## src/rtl/program_loader_pkg.sv

```systemverilog
// Shared loader definitions: state encoding, header geometry and header validation.
package program_loader_pkg;

   typedef enum logic [2:0] {
      LD_HDR,
      LD_DATA,
      LD_CSUM,
      LD_DONE,
      LD_ERR
   } ld_state_t;

   localparam int unsigned LD_HDR_BYTES = 4;

   // A header is usable when it announces at least one word and no more than the memory holds.
   function automatic logic header_ok(input logic [31:0] n, input int unsigned max_words);
      return (n != '0) && (n <= max_words);
   endfunction

endpackage

```

## src/rtl/program_loader_byte_assembler.sv

```systemverilog
// Little-endian byte-to-word assembler; word_valid/word are presented combinationally with the 4th byte.
module byte_assembler
   import program_loader_pkg::*;
(
   input  logic        clk,
   input  logic        reset,
   input  logic        clear,
   input  logic        valid,
   input  logic [7:0]  data,
   output logic [1:0]  idx,
   output logic        word_valid,
   output logic [31:0] word
);

   logic [1:0]  idx_q;
   logic [23:0] shift_q;

   assign idx        = idx_q;
   assign word_valid = valid && (idx_q == 2'(LD_HDR_BYTES - 1));
   assign word       = {data, shift_q};

   always_ff @(posedge clk) begin
      if (reset || clear) begin
         idx_q   <= '0;
         shift_q <= '0;
      end else if (valid) begin
         idx_q   <= idx_q + 2'd1;
         shift_q <= {data, shift_q[23:8]};
      end
   end

endmodule

```

## src/rtl/program_loader.sv

```systemverilog
// Boot loader: receives a length-prefixed, XOR-checksummed byte image and writes it into instruction memory.
module program_loader
   import program_loader_pkg::*;
#(
   parameter logic [31:0] BASE_ADDR = 32'h0000_0000,
   parameter int unsigned MAX_WORDS = 1024
) (
   input  logic        clk,
   input  logic        reset,
   input  logic        rx_valid,
   input  logic [7:0]  rx_data,
   output logic        rx_ready,
   input  logic        load_req,
   output logic        mem_we,
   output logic [31:0] mem_addr,
   output logic [31:0] mem_wdata,
   output logic        cpu_reset,
   output logic        done,
   output logic        error
);

   localparam int unsigned IW = $clog2(MAX_WORDS + 1);

   ld_state_t   state, state_n;
   logic [31:0] count;
   logic [IW-1:0] word_idx;
   logic [31:0] word_idx32;
   logic [7:0]  csum;
   logic        accept;
   logic        asm_valid;
   logic [1:0]  byte_idx;
   logic        word_valid;
   logic [31:0] word;
   logic        last_word;

   assign rx_ready   = (state == LD_HDR) || (state == LD_DATA) || (state == LD_CSUM);
   // load_req wins over a simultaneous byte, so the byte is dropped rather than consumed.
   assign accept     = rx_valid && rx_ready && !load_req;
   assign asm_valid  = accept && ((state == LD_HDR) || (state == LD_DATA));
   assign word_idx32 = 32'(word_idx);
   assign last_word  = (word_idx32 == (count - 32'd1));

   byte_assembler u_asm (
      .clk        (clk),
      .reset      (reset),
      .clear      (load_req),
      .valid      (asm_valid),
      .data       (rx_data),
      .idx        (byte_idx),
      .word_valid (word_valid),
      .word       (word)
   );

   always_comb begin
      state_n = state;
      if (load_req) begin
         state_n = LD_HDR;
      end else begin
         case (state)
            LD_HDR:  if (word_valid) state_n = header_ok(word, MAX_WORDS) ? LD_DATA : LD_ERR;
            LD_DATA: if (word_valid && last_word) state_n = LD_CSUM;
            LD_CSUM: if (accept) state_n = (rx_data == csum) ? LD_DONE : LD_ERR;
            default: state_n = state;
         endcase
      end
   end

   always_ff @(posedge clk) begin
      if (reset) begin
         state     <= LD_HDR;
         count     <= '0;
         word_idx  <= '0;
         csum      <= '0;
         mem_we    <= 1'b0;
         mem_addr  <= BASE_ADDR;
         mem_wdata <= '0;
         cpu_reset <= 1'b1;
         done      <= 1'b0;
         error     <= 1'b0;
      end else begin
         state     <= state_n;
         done      <= (state_n == LD_DONE);
         error     <= (state_n == LD_ERR);
         cpu_reset <= (state_n != LD_DONE);
         mem_we    <= 1'b0;
         if (load_req) begin
            count    <= '0;
            word_idx <= '0;
            csum     <= '0;
         end else if (accept) begin
            case (state)
               LD_HDR: count[{byte_idx, 3'b000} +: 8] <= rx_data;
               LD_DATA: begin
                  csum <= csum ^ rx_data;
                  if (word_valid) begin
                     mem_we    <= 1'b1;
                     mem_addr  <= BASE_ADDR + (word_idx32 << 2);
                     mem_wdata <= word;
                     word_idx  <= word_idx + IW'(1);
                  end
               end
               default: ;
            endcase
         end
      end
   end

endmodule

```

## config.mk

```make
export PLATFORM = sky130hd
export DESIGN_NAME = program_loader
export DESIGN_NICKNAME = d
export VERILOG_FILES = /design/src/rtl/program_loader_pkg.sv /design/src/rtl/program_loader_byte_assembler.sv /design/src/rtl/program_loader.sv
export SDC_FILE = /design/constraint.sdc
export NUM_CORES = 1
export LEC_CHECK = 0
export CAP_MARGIN = 20
export CORE_ASPECT_RATIO = 0.75
export CORE_MARGIN = 2
export CORE_UTILIZATION = 30
export CTS_BUF_LIST = sky130_fd_sc_hd__clkbuf_8
export DETAILED_ROUTE_END_ITERATION = 8
export SYNTH_ARGS = -nofsm -noshare
export SYNTH_HDL_FRONTEND = slang
export SYNTH_SLANG_ARGS = --single-unit
```

## constraint.sdc

```tcl
create_clock -name clk -period 6.1 [get_ports clk]
set_input_delay 1.22 -clock clk [delete_from_list [all_inputs] [get_ports clk]]
set_output_delay 1.22 -clock clk [all_outputs]
set_load 0.02 [all_outputs]
```

== Word level (Yosys, flattened, before mapping) ==
Index checks and enable logic that the tools add are counted.

* Register bits: 127
* Input port bits: 12
* Word-level logic and storage cells: 58

* $add $sub $neg: 4
* Order comparisons: 1
* Equality and inequality tests: 8
* Shift-type cells: 2
* Multiplexer cells: 9
* Bitwise operators: 4
* Reduce and logical (&&, ||, !) cells: 18

{| class="wikitable"
|+ Operators by type and width
! cell !! number
|-
| 32-bit bitwise mux || 1
|-
| 11-bit by 32-bit equality test with 1-bit output || 1
|-
| 32-bit by 11-bit <= comparator with 1-bit output, second input constant || 1
|-
| 32-bit nonzero test || 1
|-
| 8-bit by 7-bit variable shift with 32-bit output, first input constant || 1
|-
| 8-bit by 7-bit variable part select with 32-bit output || 1
|-
| 32-bit by 1-bit subtractor with 32-bit output, second input constant || 1
|-
| 3-bit 2-to-1 mux || 6
|-
| 11-bit by 1-bit adder with 11-bit output, second input constant || 1
|-
| 3-bit one-hot mux with 3 select lines || 1
|-
| 8-bit equality test || 1
|-
| 8-bit XOR || 1
|-
| 5-bit negator with 7-bit output || 1
|-
| 3-bit by 2-bit equality test with 1-bit output, second input constant || 2
|-
| 1-bit logical AND || 6
|-
| 2-bit AND reduction || 2
|-
| 4-bit AND reduction || 1
|-
| 4-bit OR reduction || 1
|-
| 3-bit by 1-bit equality test with 1-bit output, second input constant || 1
|-
| 3-bit equality test, second input constant || 1
|-
| 3-bit zero test || 1
|-
| 1-bit logical OR || 3
|-
| 3-bit by 2-bit inequality test with 1-bit output, second input constant || 1
|-
| 1-bit inverter || 3
|-
| other kinds (6) || 6
|}

== Depth between registers and ports, before layout ==
Gate-level depths: netlist of the first run.

* Word-level depth: 12
* Mapped depth: 9
* Gate-level depth less buffers: 9

== Modules after synthesis ==
From an unflattened synthesis of the first run, not the netlist that was laid out.

* Cell total of the unflattened synthesis: 722
* Area, all modules: 5881.9 sq um

{| class="wikitable"
|+ By module, submodules not included
! module !! times used !! cells an instance !! area each (sq um) !! seq. area each (sq um)
|-
| program_loader || 1 || 627 || 4842.1 || 2021.9
|-
| byte_assembler || 1 || 95 || 1039.7 || 520.5
|}

== Worst setup path before layout of the first run ==
Ideal clock, no wire load.

* Path kind: in2reg
* From: input port load_req
* To: register cpu_reset
* Library setup time: 120 ps
* Data arrival time: 3195 ps
* Slack: 2786 ps
* Stages on the path: 7
* Buffers on the path: 0
* Cell sequence: nor4b_1 nand2_1 or3_1 or4_1 nor4_1 nand4_1 a211o_1

* Longest elaborated chain between the ends: 9
* Elaborated cells between the ends (all ways): 11
* Those cells by class: eq/ne: 1; mux: 5; reduce/logical: 5

{| class="wikitable"
|+ RTL lines
! what !! RTL line !! text
|-
| start, declared || program_loader.sv:13 || <nowiki>input logic load_req,</nowiki>
|-
| 1-bit zero test || program_loader.sv:38 || <nowiki>assign accept = rx_valid && rx_ready && !load_req;</nowiki>
|-
| 1-bit logical AND || program_loader.sv:38 ||
|-
| 1-bit logical AND || program_loader.sv:39 || <nowiki>assign asm_valid = accept && ((state == LD_HDR) || (state == LD_DATA));</nowiki>
|-
| 1-bit logical AND || program_loader_byte_assembler.sv:19 || <nowiki>assign word_valid = valid && (idx_q == 2'(LD_HDR_BYTES - 1));</nowiki>
|-
| 1-bit logical AND || program_loader.sv:61 || <nowiki>LD_DATA: if (word_valid && last_word) state_n = LD_CSUM;</nowiki>
|-
| 3-bit 2-to-1 mux || program_loader.sv:61 ||
|-
| 3-bit one-hot mux with 3 select lines || program_loader.sv:59 || <nowiki>case (state)</nowiki>
|-
| 3-bit 2-to-1 mux (*) || program_loader.sv:56 || <nowiki>if (load_req) begin</nowiki>
|-
| 3-bit by 2-bit inequality test with 1-bit output (*) || program_loader.sv:84 || <nowiki>cpu_reset <= (state_n != LD_DONE);</nowiki>
|-
| end signal, assigned || program_loader.sv:84 ||
|-
| end, declared || program_loader.sv:17 || <nowiki>output logic cpu_reset,</nowiki>
|}

Every way passes the cells marked *; elsewhere a longest branch is shown, timed or not.
A chain may end at the register's enable or synchronous reset.

== Worst setup path after layout of the first run ==
* From: input port rx_data[4]
* To: register cpu_reset

* Longest elaborated chain between the ends: 7
* Elaborated cells between the ends (all ways): 11
* Those cells by class: order compare: 1; eq/ne: 2; mux: 6; reduce/logical: 2

{| class="wikitable"
|+ RTL lines
! what !! RTL line !! text
|-
| start, declared || program_loader.sv:11 || <nowiki>input logic [7:0] rx_data,</nowiki>
|-
| 32-bit by 11-bit <= comparator with 1-bit output or 32-bit nonzero test (tied branches) || program_loader_pkg.sv:16 || <nowiki>return (n != '0) && (n <= max_words);</nowiki>
|-
| 1-bit logical AND || program_loader_pkg.sv:16 ||
|-
| 3-bit 2-to-1 mux (2 in a row) || program_loader.sv:60 || <nowiki>LD_HDR: if (word_valid) state_n = header_ok(word, MAX_WORDS) ? LD_DATA : LD_ERR;</nowiki>
|-
| 3-bit one-hot mux with 3 select lines (*) || program_loader.sv:59 ||
|-
| 3-bit 2-to-1 mux (*) || program_loader.sv:56 ||
|-
| 3-bit by 2-bit inequality test with 1-bit output (*) || program_loader.sv:84 ||
|}

Marks and branches as above.

==> results of run 1 <==
-- registers in the layout, indices dropped and copies added, names as in the netlist --
| register | count |
|---|---|
| mem_wdata | 32 |
| state | 3 |
| word_idx | 11 |
| u_asm.idx | 2 |
| error | 1 |
| count | 32 |
| u_asm.shift_q | 24 |
| mem_we | 1 |
| done | 1 |
| csum | 8 |
| mem_addr | 11 |
| cpu_reset | 1 |
-- Yosys cell counts, types with 7 or more instances --
cell type	count	share of area, %
nor4_1	11	1.2
a21oi_1	112	9.6
ha_1	7	1.5
and3_1	8	0.85
inv_1	7	0.45
or4_1	9	1.2
nand3_1	42	3.6
nand2b_1	7	0.75
nor3_1	11	0.94
dfxtp_1	127	43
nand2_1	194	12
xnor2_1	12	1.8
clkbuf_1	44	2.8
nor2_1	40	2.6
nand4_1	11	1.2
buf_4	21	2.7
xor2_1	28	4.2
-- stage by stage --
stage | util (%) | cell area [sq um] | total power (uW)
3_3_place_gp | 33.9 | 6540 | 961
6_report | 36.3 | 6990 | 1730
3_5_place_dp | 33.9 | 6540 | 961
2_1_floorplan | - | 5940 | 940
4_1_cts | 36.1 | 6950 | 1730
5_1_grt | 36.3 | 6990 | 1790
-- layout make-up --
type | count | share of cell area [%]
multi-input cells | 574 | 43.2
repair buffers | 66 | 9.49
flip-flops and latches | 127 | 36.4
well taps | 253 | 4.53
inverters | 7 | 0.376
clock buffers | 17 | 3.35
clock inverters | 15 | 2.63
-- worst paths after layout --
| check | depth (start not counted) | to | slack [ps] |
|---|---|---|---|
| setup reg to reg | 9 | cpu_reset$_SDFF_PP1_ | 2830 |
| setup / recovery | 8 | cpu_reset$_SDFF_PP1_ | 2530 |
| hold reg to reg | 2 | mem_addr[9]$_SDFFE_PP0P_ | 460 |
| hold / removal | 2 | mem_addr[9]$_SDFFE_PP0P_ | 460 |
-- metal layers --
layer	share of wire, %	vias to the layer above
met5	0	-
met2	40	136
met1	54	2464
met4	1.2	0
met3	4.9	17
li1	-	2612
-- cells by family (layout without fill, tap and decap cells) --
kind of cell             count (synthesis)  count (layout)  share of synthesized area (%)
multiplexers                             3               3                          0.512
adder cells (fa/ha/maj)                  7               7                           1.49
AND/OR/NAND/NOR                        362             362                           28.7
other                                    1              21                         0.0639
buffers and inverters                   78             105                           6.51
flip-flops                             127             127                           43.4
AO/OA/AOI/OAI                          141             141                           13.4
XOR/XNOR                                40              40                           5.97
-- worst reg2reg max path, cell delays in order, from the launching register on --
cell	delay, ps
dfxtp_1	370
inv_1	80
ha_1	180
nor3b_2	490
nand3_1	460
or3b_2	580
a32oi_1	310
and3_1	220
nand4_1	150
a211o_1	320
-- power groups by stage --
stage / logic, uW / registers, uW / clock network [uW]
5_1_grt: 120 / 835 / 831
4_1_cts: 107 / 835 / 791
3_5_place_dp: 107 / 854 / 0
2_1_floorplan: 87.1 / 853 / 0
3_3_place_gp: 107 / 854 / 0
6_report: 112 / 835 / 782
==> results_dict.tcl, run 1 <==
set metrics [dict create \
    tns_ps 0 \
    gp_congestion 0.852 \
    hp-class "flip-flop to flip-flop" \
    leakage_uw 0.00234 \
    grt_usage_pct 15.2 \
    grt-ovfl-total 0 \
    hold_viol_final 0 \
    async_flop_share_pct 0 \
    netlist_instances 759 \
    fin_crit_sh_pct 58.5 \
    cp-end-kind "flip-flop" \
    synth_warnings 0 \
    p_int_uw 1270 \
    cp.arrival_ps 3900 \
    hpwl_mm 10.5 \
    cts_tree "yes" \
    grt.busiest_layer "met1" \
    slowest_stage "clkdlybuf4s50_1" \
    drcViolationCount 0 \
    synth_edf_count 0 \
    path_cells "clkdlybuf4s50_1 > xor2_1 > nor4_1 > a21oi_1 > nor2b_1 > o21ai_0 > nand2_1 > a211o_1" \
    clockPowerShare_pct 45.3 \
    drt-initial-drc-count 373 \
    fin_cells 1059 \
    holdWs_ps 456 \
    worstPathRequired_ps 6430 \
    die_area_sq_mm 0.0207 \
    io_pins 81 \
    min_period_ps 3570 \
    nets 812 \
    fp.dieW_um 165 \
    rsz0062_at_grt "false" \
    clk_pin_slew_ps 80 \
    layout_common_cells "nand2_1, dfxtp_1, a21oi_1, clkdlybuf4s50_1, nand3_1" \
    first_pass_iters 5 \
    worst_setup_path_start_kind "primary input" \
    cp_max_fo 9 \
    io_buffers 59 \
    nFillCells 2041 \
    cts_resized 0 \
    hold_start "mem_addr[9]$_SDFFE_PP0P_" \
    dp.cells 1025 \
    synthDistinctLibCells 57 \
    grt_pass1_vias 4644 \
    p_comb_share_pct 6.4 \
    seq_power_share_pct 48.3 \
    clock.fmax_mhz 280 \
    fp.dieH_um 125 \
    avgViaCountPerCell 4.94 \
    vias 5229 \
    cts.sinks 127 \
    pwr_density_cell_mw_per_mm2 247 \
    cp-startpoint "rx_data[4]" \
    clk_path_buf_depth 2 \
    layout_commonest_cell "nand2_1" \
    critPathKind "primary input to flip-flop" \
    status "complete, no violations" \
    multiInputGateArea_sq_mm 0.00302 \
    switching_share_pct 26.3 \
    grt_use_met2_pct 20.5 \
    syn_avg_cell_area_sq_um 7.73 \
    worst_slack_ps 2530 \
    start_util_pct 30.4 \
    globalRouteMet3Util_pct 3.22 \
    path_buf_inv 1 \
    grt_max_degree 57 \
    wl_mm 15.6 \
    fp-row-count 44 \
    max-slew-margin-rel_pct 27.8 \
    antenna_found_initial 0 \
    place_ws_ps 2030 \
    grt_pass1_wl_mm 25.0 \
    drv_slew 0 \
    crit_family "simple AND/OR/NAND/NOR gates" \
    cts-root-buf "clkbuf_8" \
    maxCapViolCount 0 \
    synth_ff_type "dfxtp_1" \
    synth-seq-cells 127 \
    ant_nets 0 \
    final_layout_size_suffix_gt1_share_pct 6.58 \
    synth_area_sq_mm 0.00586 \
    clock_latency_ps 440 \
    tightest_slew_ps 1080 \
    ys_seq_area_share_pct 43.4 \
    rr_startpoint "count[0]$_SDFFE_PP0P_" \
    peakVddDrop_mv 0.139 \
    postCtsHoldBufs 0 \
    core_area_sq_mm 0.0193 \
    seq_area_sq_mm 0.00254 \
    htreeDepth 4 \
    syn2layout_area_growth_pct 19.2 \
    p_sw_uw 455 \
    cts_buffers 17 \
    finalSetupViolCount 0 \
    wl_per_cell_um 14.8 \
    n_antenna_cell 0 \
    worst_path_largest_cell_delay_ps 760 \
    cts_setup_buffers 0 \
    met1_usage_pct 24.0 \
    skew_ps 10.8 \
]
Note: power is estimated with default switching activity, not from simulation.
==> run 2: changes to the inputs <==
==> constraint.sdc (replaced) <==
create_clock -name clk -period 2.9 [get_ports clk]
set_input_delay 0.58 -clock clk [delete_from_list [all_inputs] [get_ports clk]]
set_output_delay 0.58 -clock clk [all_outputs]
set_load 0.02 [all_outputs]
==> run 2 against run 1 <==
Against the previous run:
- first-iteration DRC count increased by 33%
- largest power group unchanged
- non-clock buffer count increased by 35
- highest routed layer unchanged
- sequential power increased by 110%
- cell count increased by 3.3%
==> results_dict.tcl, run 2 (synthesis results as in run 1) <==
set metrics [dict create \
    status "complete, no violations" \
    start_util_pct 30.4 \
    grt_usage_pct 16.1 \
    htreeDepth 4 \
    clock_latency_ps 450 \
    max-slew-margin-rel_pct 58.6 \
    cts_setup_buffers 0 \
    clk_path_buf_depth 2 \
    grt_max_degree 54 \
    gp_congestion 0.849 \
    drv_slew 0 \
    tns_ps 0 \
    cts.sinks 127 \
    drt-initial-drc-count 495 \
    cp.arrival_ps 3070 \
    antenna_found_initial 0 \
    top_regs "count: 32 flops, mem_wdata: 32 flops, u_asm.shift_q: 24 flops" \
    nFillCells 2034 \
    die_area_sq_mm 0.0207 \
    fin_crit_sh_pct 94.5 \
    io_buffers 59 \
    hpwl_mm 11.3 \
    vias 5350 \
    multiInputGateArea_sq_mm 0.00305 \
    worstPathRequired_ps 3230 \
    first_pass_iters 6 \
    clk_pin_slew_ps 70 \
    maxCapViolCount 0 \
    cts_buffers 17 \
    wl_per_cell_um 14.8 \
    pwr_density_cell_mw_per_mm2 481 \
    final_layout_size_suffix_gt1_share_pct 11.1 \
    fp.dieH_um 125 \
    critPathKind "flip-flop to flip-flop" \
    peakVddDrop_mv 0.229 \
    grt_pass1_wl_mm 26.2 \
    worst_slack_ps 159 \
    drcViolationCount 0 \
    fin_cells 1094 \
    skew_ps 14.8 \
    hp-class "flip-flop to flip-flop" \
    seq_area_sq_mm 0.00254 \
    hold_viol_final 0 \
    grt_pass1_vias 4817 \
    holdWs_ps 452 \
    leakage_uw 0.00251 \
    wl_mm 16.1 \
    dp.cells 1062 \
    io_pins 81 \
    fp.dieW_um 165 \
    core_area_sq_mm 0.0193 \
    rsz0062_at_grt "false" \
    cts_resized 0 \
    ant_nets 0 \
    cp-end-kind "flip-flop" \
    grt-ovfl-total 0 \
    fp-row-count 44 \
    cp_max_fo 5 \
    n_antenna_cell 0 \
    cts-root-buf "clkbuf_8" \
    tightest_slew_ps 622 \
    layout_commonest_cell "nand2_1" \
    place_ws_ps -222 \
    finalSetupViolCount 0 \
    syn2layout_area_growth_pct 23.8 \
    min_period_ps 2740 \
    postCtsHoldBufs 0 \
    layout_common_cells "nand2_1, dfxtp_1, a21oi_1, clkdlybuf4s50_1, nand3_1" \
    worst_setup_path_start_kind "flip-flop" \
    cts_tree "yes" \
    avgViaCountPerCell 4.89 \
    nets 847 \
    clock.fmax_mhz 365 \
]
[run 2: report_power, final]
part           switching [uW]  internal, uW
Combinational             172          90.9
Clock                     751           721
Sequential               8.81          1750
Total                     932          2560
[run 2: final timing paths]
path | startpoint | end | slack (ps) | cells after the start
worst min-delay path | mem_wdata[6]$_SDFFE_PP0P_ | mem_wdata[6]$_SDFFE_PP0P_ | 450 | 2
worst max register to register | count[10]$_SDFFE_PP0P_ | cpu_reset$_SDFF_PP1_ | 160 | 6
worst max-delay path | count[10]$_SDFFE_PP0P_ | cpu_reset$_SDFF_PP1_ | 160 | 6
worst min register to register | mem_wdata[6]$_SDFFE_PP0P_ | mem_wdata[6]$_SDFFE_PP0P_ | 450 | 2
[run 2: through the flow]
stage	instance area, sq um	util [%]	total power (uW)
finish	7260	37.7	3490
global route	7260	37.7	3630
CTS	7230	37.5	3520
detailed placement	6850	35.6	2050
global placement	6850	35.6	2050
floorplan	5940	-	1980
[run 2: worst max-delay path, cell delays in order (launching register included)]
cell and delay, ps:
dfxtp_1 320, or4_4 570, or4_1 590, or4b_1 530, o21ai_1 140, nand4_1 170, a211o_1 310
[run 2: area by class of cell]
class / count / area share [%]
Tap cell: 253 / 4.36
Clock buffer: 19 / 3.60
Sequential cell: 127 / 35.0
Multi-Input combinational cell: 574 / 42.0
Inverter: 7 / 0.362
Timing Repair Buffer: 101 / 13.0
Clock inverter: 13 / 1.59
[run 2: routing by layer]
metal	wire, um	global-route usage, %	vias up
met2	6490	21.2	159
li1	-	-	2680
met4	244	5.22	0
met5	0	0	-
met3	816	3.22	20
met1	8580	25.4	2491
==> run 3: changes to the inputs <==
--- a/config.mk
+++ b/config.mk
@@ -9,8 +9,9 @@
 export CORE_ASPECT_RATIO = 0.75
 export CORE_MARGIN = 2
 export CORE_UTILIZATION = 30
-export CTS_BUF_LIST = sky130_fd_sc_hd__clkbuf_8
+export CTS_BUF_LIST = sky130_fd_sc_hd__clkbuf_16
 export DETAILED_ROUTE_END_ITERATION = 8
+export SKIP_LAST_GASP = 1
 export SYNTH_ARGS = -nofsm -noshare
 export SYNTH_HDL_FRONTEND = slang
 export SYNTH_SLANG_ARGS = --single-unit
==> run 3 against run 2 <==
Against the previous run:
- sequential power is essentially flat
- non-clock buffer count stayed put
- highest routed layer unchanged
- largest power group is now the clock network
- worst setup slack improved by 3.2 ps
- die area stayed put
- critical endpoint unchanged
- core utilization up 0.90 points
- wire length grew 0.57%
==> results_dict.tcl, run 3 (synthesis results as in run 1) <==
set metrics [dict create \
    status "complete, no violations" \
    drv_slew 0 \
    final_layout_size_suffix_gt1_share_pct 10.7 \
    clock_latency_ps 410 \
    grt-ovfl-total 0 \
    htreeDepth 4 \
    first_pass_iters 5 \
    grt_pass1_wl_mm 26.4 \
    cts_buffers 17 \
    layout_common_cells "nand2_1, dfxtp_1, a21oi_1, clkdlybuf4s50_1, nand3_1" \
    wl_per_cell_um 14.8 \
    dp.cells 1062 \
    grt_usage_pct 16.1 \
    pwr_density_cell_mw_per_mm2 539 \
    hp-class "flip-flop to flip-flop" \
    nets 847 \
    nFillCells 2002 \
    cts_tree "yes" \
    grt.busiest_layer "met1" \
    avgViaCountPerCell 4.89 \
    io_buffers 59 \
    wl_mm 16.2 \
    core_area_sq_mm 0.0193 \
    p_total_uw 4010 \
    max-slew-margin-rel_pct 58.7 \
    vias 5354 \
    rsz0062_at_grt "true" \
    drt-initial-drc-count 437 \
    final_area_sq_mm 0.00743 \
    maxCapViolCount 0 \
    ant_nets 0 \
    grt_use_met2_pct 21.7 \
    die_area_sq_mm 0.0207 \
    peakVddDrop_mv 0.338 \
    fp.dieH_um 125 \
    min_period_ps 2740 \
    hold_viol_final 0 \
    n_antenna_cell 0 \
    leakage_uw 0.00260 \
    top_regs "count: 32 flops, mem_wdata: 32 flops, u_asm.shift_q: 24 flops" \
    postCtsHoldBufs 0 \
    cp.arrival_ps 3030 \
    syn2layout_area_growth_pct 26.7 \
    io_pins 81 \
    worst_slack_ps 162 \
    skew_ps 10.6 \
    finalSetupViolCount 0 \
    cts-root-buf "clkbuf_16" \
    place_ws_ps -222 \
    drcViolationCount 0 \
    antenna_found_initial 0 \
    globalRouteMet3Util_pct 3.35 \
    fin_crit_sh_pct 94.4 \
    placed_area_sq_mm 0.00685 \
    cts.sinks 127 \
    cp-end-kind "flip-flop" \
    start_util_pct 30.4 \
    grt_pass1_vias 4839 \
    clock.fmax_mhz 365 \
    clk_pin_slew_ps 60 \
    gp_congestion 0.849 \
    hpwl_mm 11.3 \
    fp.dieW_um 165 \
    fin_cells 1094 \
    grt_max_degree 54 \
    fp-row-count 44 \
    cp_max_fo 5 \
    worst_setup_path_start_kind "flip-flop" \
    clk_path_buf_depth 2 \
    tightest_slew_ps 620 \
    worstPathRequired_ps 3200 \
    critPathKind "flip-flop to flip-flop" \
    layout_commonest_cell "nand2_1" \
    met1_usage_pct 25.6 \
]
## run 3: cell count changes in the layout (fill, tap and decap cells not counted), sizes merged
cell           change
dlymetal6s2s       +1
clkinv             +2
clkdlybuf4s50      -1
clkbuf             -2
## run 3: layout make-up
type	count	area (sq um)	area share, %
inverters	7	26.3	0.354
flip-flops and latches	127	2540	34.2
multi-input cells	574	3050	41.1
clock inverters	15	123	1.65
well taps	253	317	4.26
repair buffers	101	946	12.7
clock buffers	17	425	5.72
## run 3: layer usage
layer,vias up,share of wire (%)
li1,2685,-
met3,20,6.2
met4,0,1.1
met1,2478,52
met5,-,0
met2,171,41
## run 3: final timing paths
path / slack [ps] / startpoint / end / cells past startpoint
worst max-delay path: 160 / count[10]$_SDFFE_PP0P_ / cpu_reset$_SDFF_PP1_ / 6
worst min-delay path: 450 / mem_wdata[7]$_SDFFE_PP0P_ / mem_wdata[7]$_SDFFE_PP0P_ / 2
worst max register to register: 160 / count[10]$_SDFFE_PP0P_ / cpu_reset$_SDFF_PP1_ / 6
worst min register to register: 450 / mem_wdata[7]$_SDFFE_PP0P_ / mem_wdata[7]$_SDFFE_PP0P_ / 2
## run 3: repair_timing
| action | in CTS | in global routing |
|---|---|---|
| setup buffers | 0 | 0 |
| endpoints found under the setup margin | 0 | 3 |
| endpoints found under the hold margin | 0 | 0 |
| resized for setup | 0 | 7 |
## run 3: power by group
part	switching [uW]	leakage (uW)	internal, uW
clock network	814	0.000260	1170
registers	8.90	0.00102	1750
logic	173	0.00131	90.8
total	996	0.00260	3010
## run 3: stage by stage
stage                     setup TNS, ps  hold WS, ps  utilization [%]
after global placement             -429          441             35.6
after CTS                             0          455             38.4
final                                 0          452             38.6
after detailed placement           -539          447             35.6
after floorplan                       0          432                -
after global routing              -3.16          471             38.6
## run 3: critical path: stages (launching register included)
cell and delay (ps):
dfxtp_1 310, or4_4 570, or4_1 590, or4b_1 530
o21ai_1 140, nand4_1 160, a211o_1 310
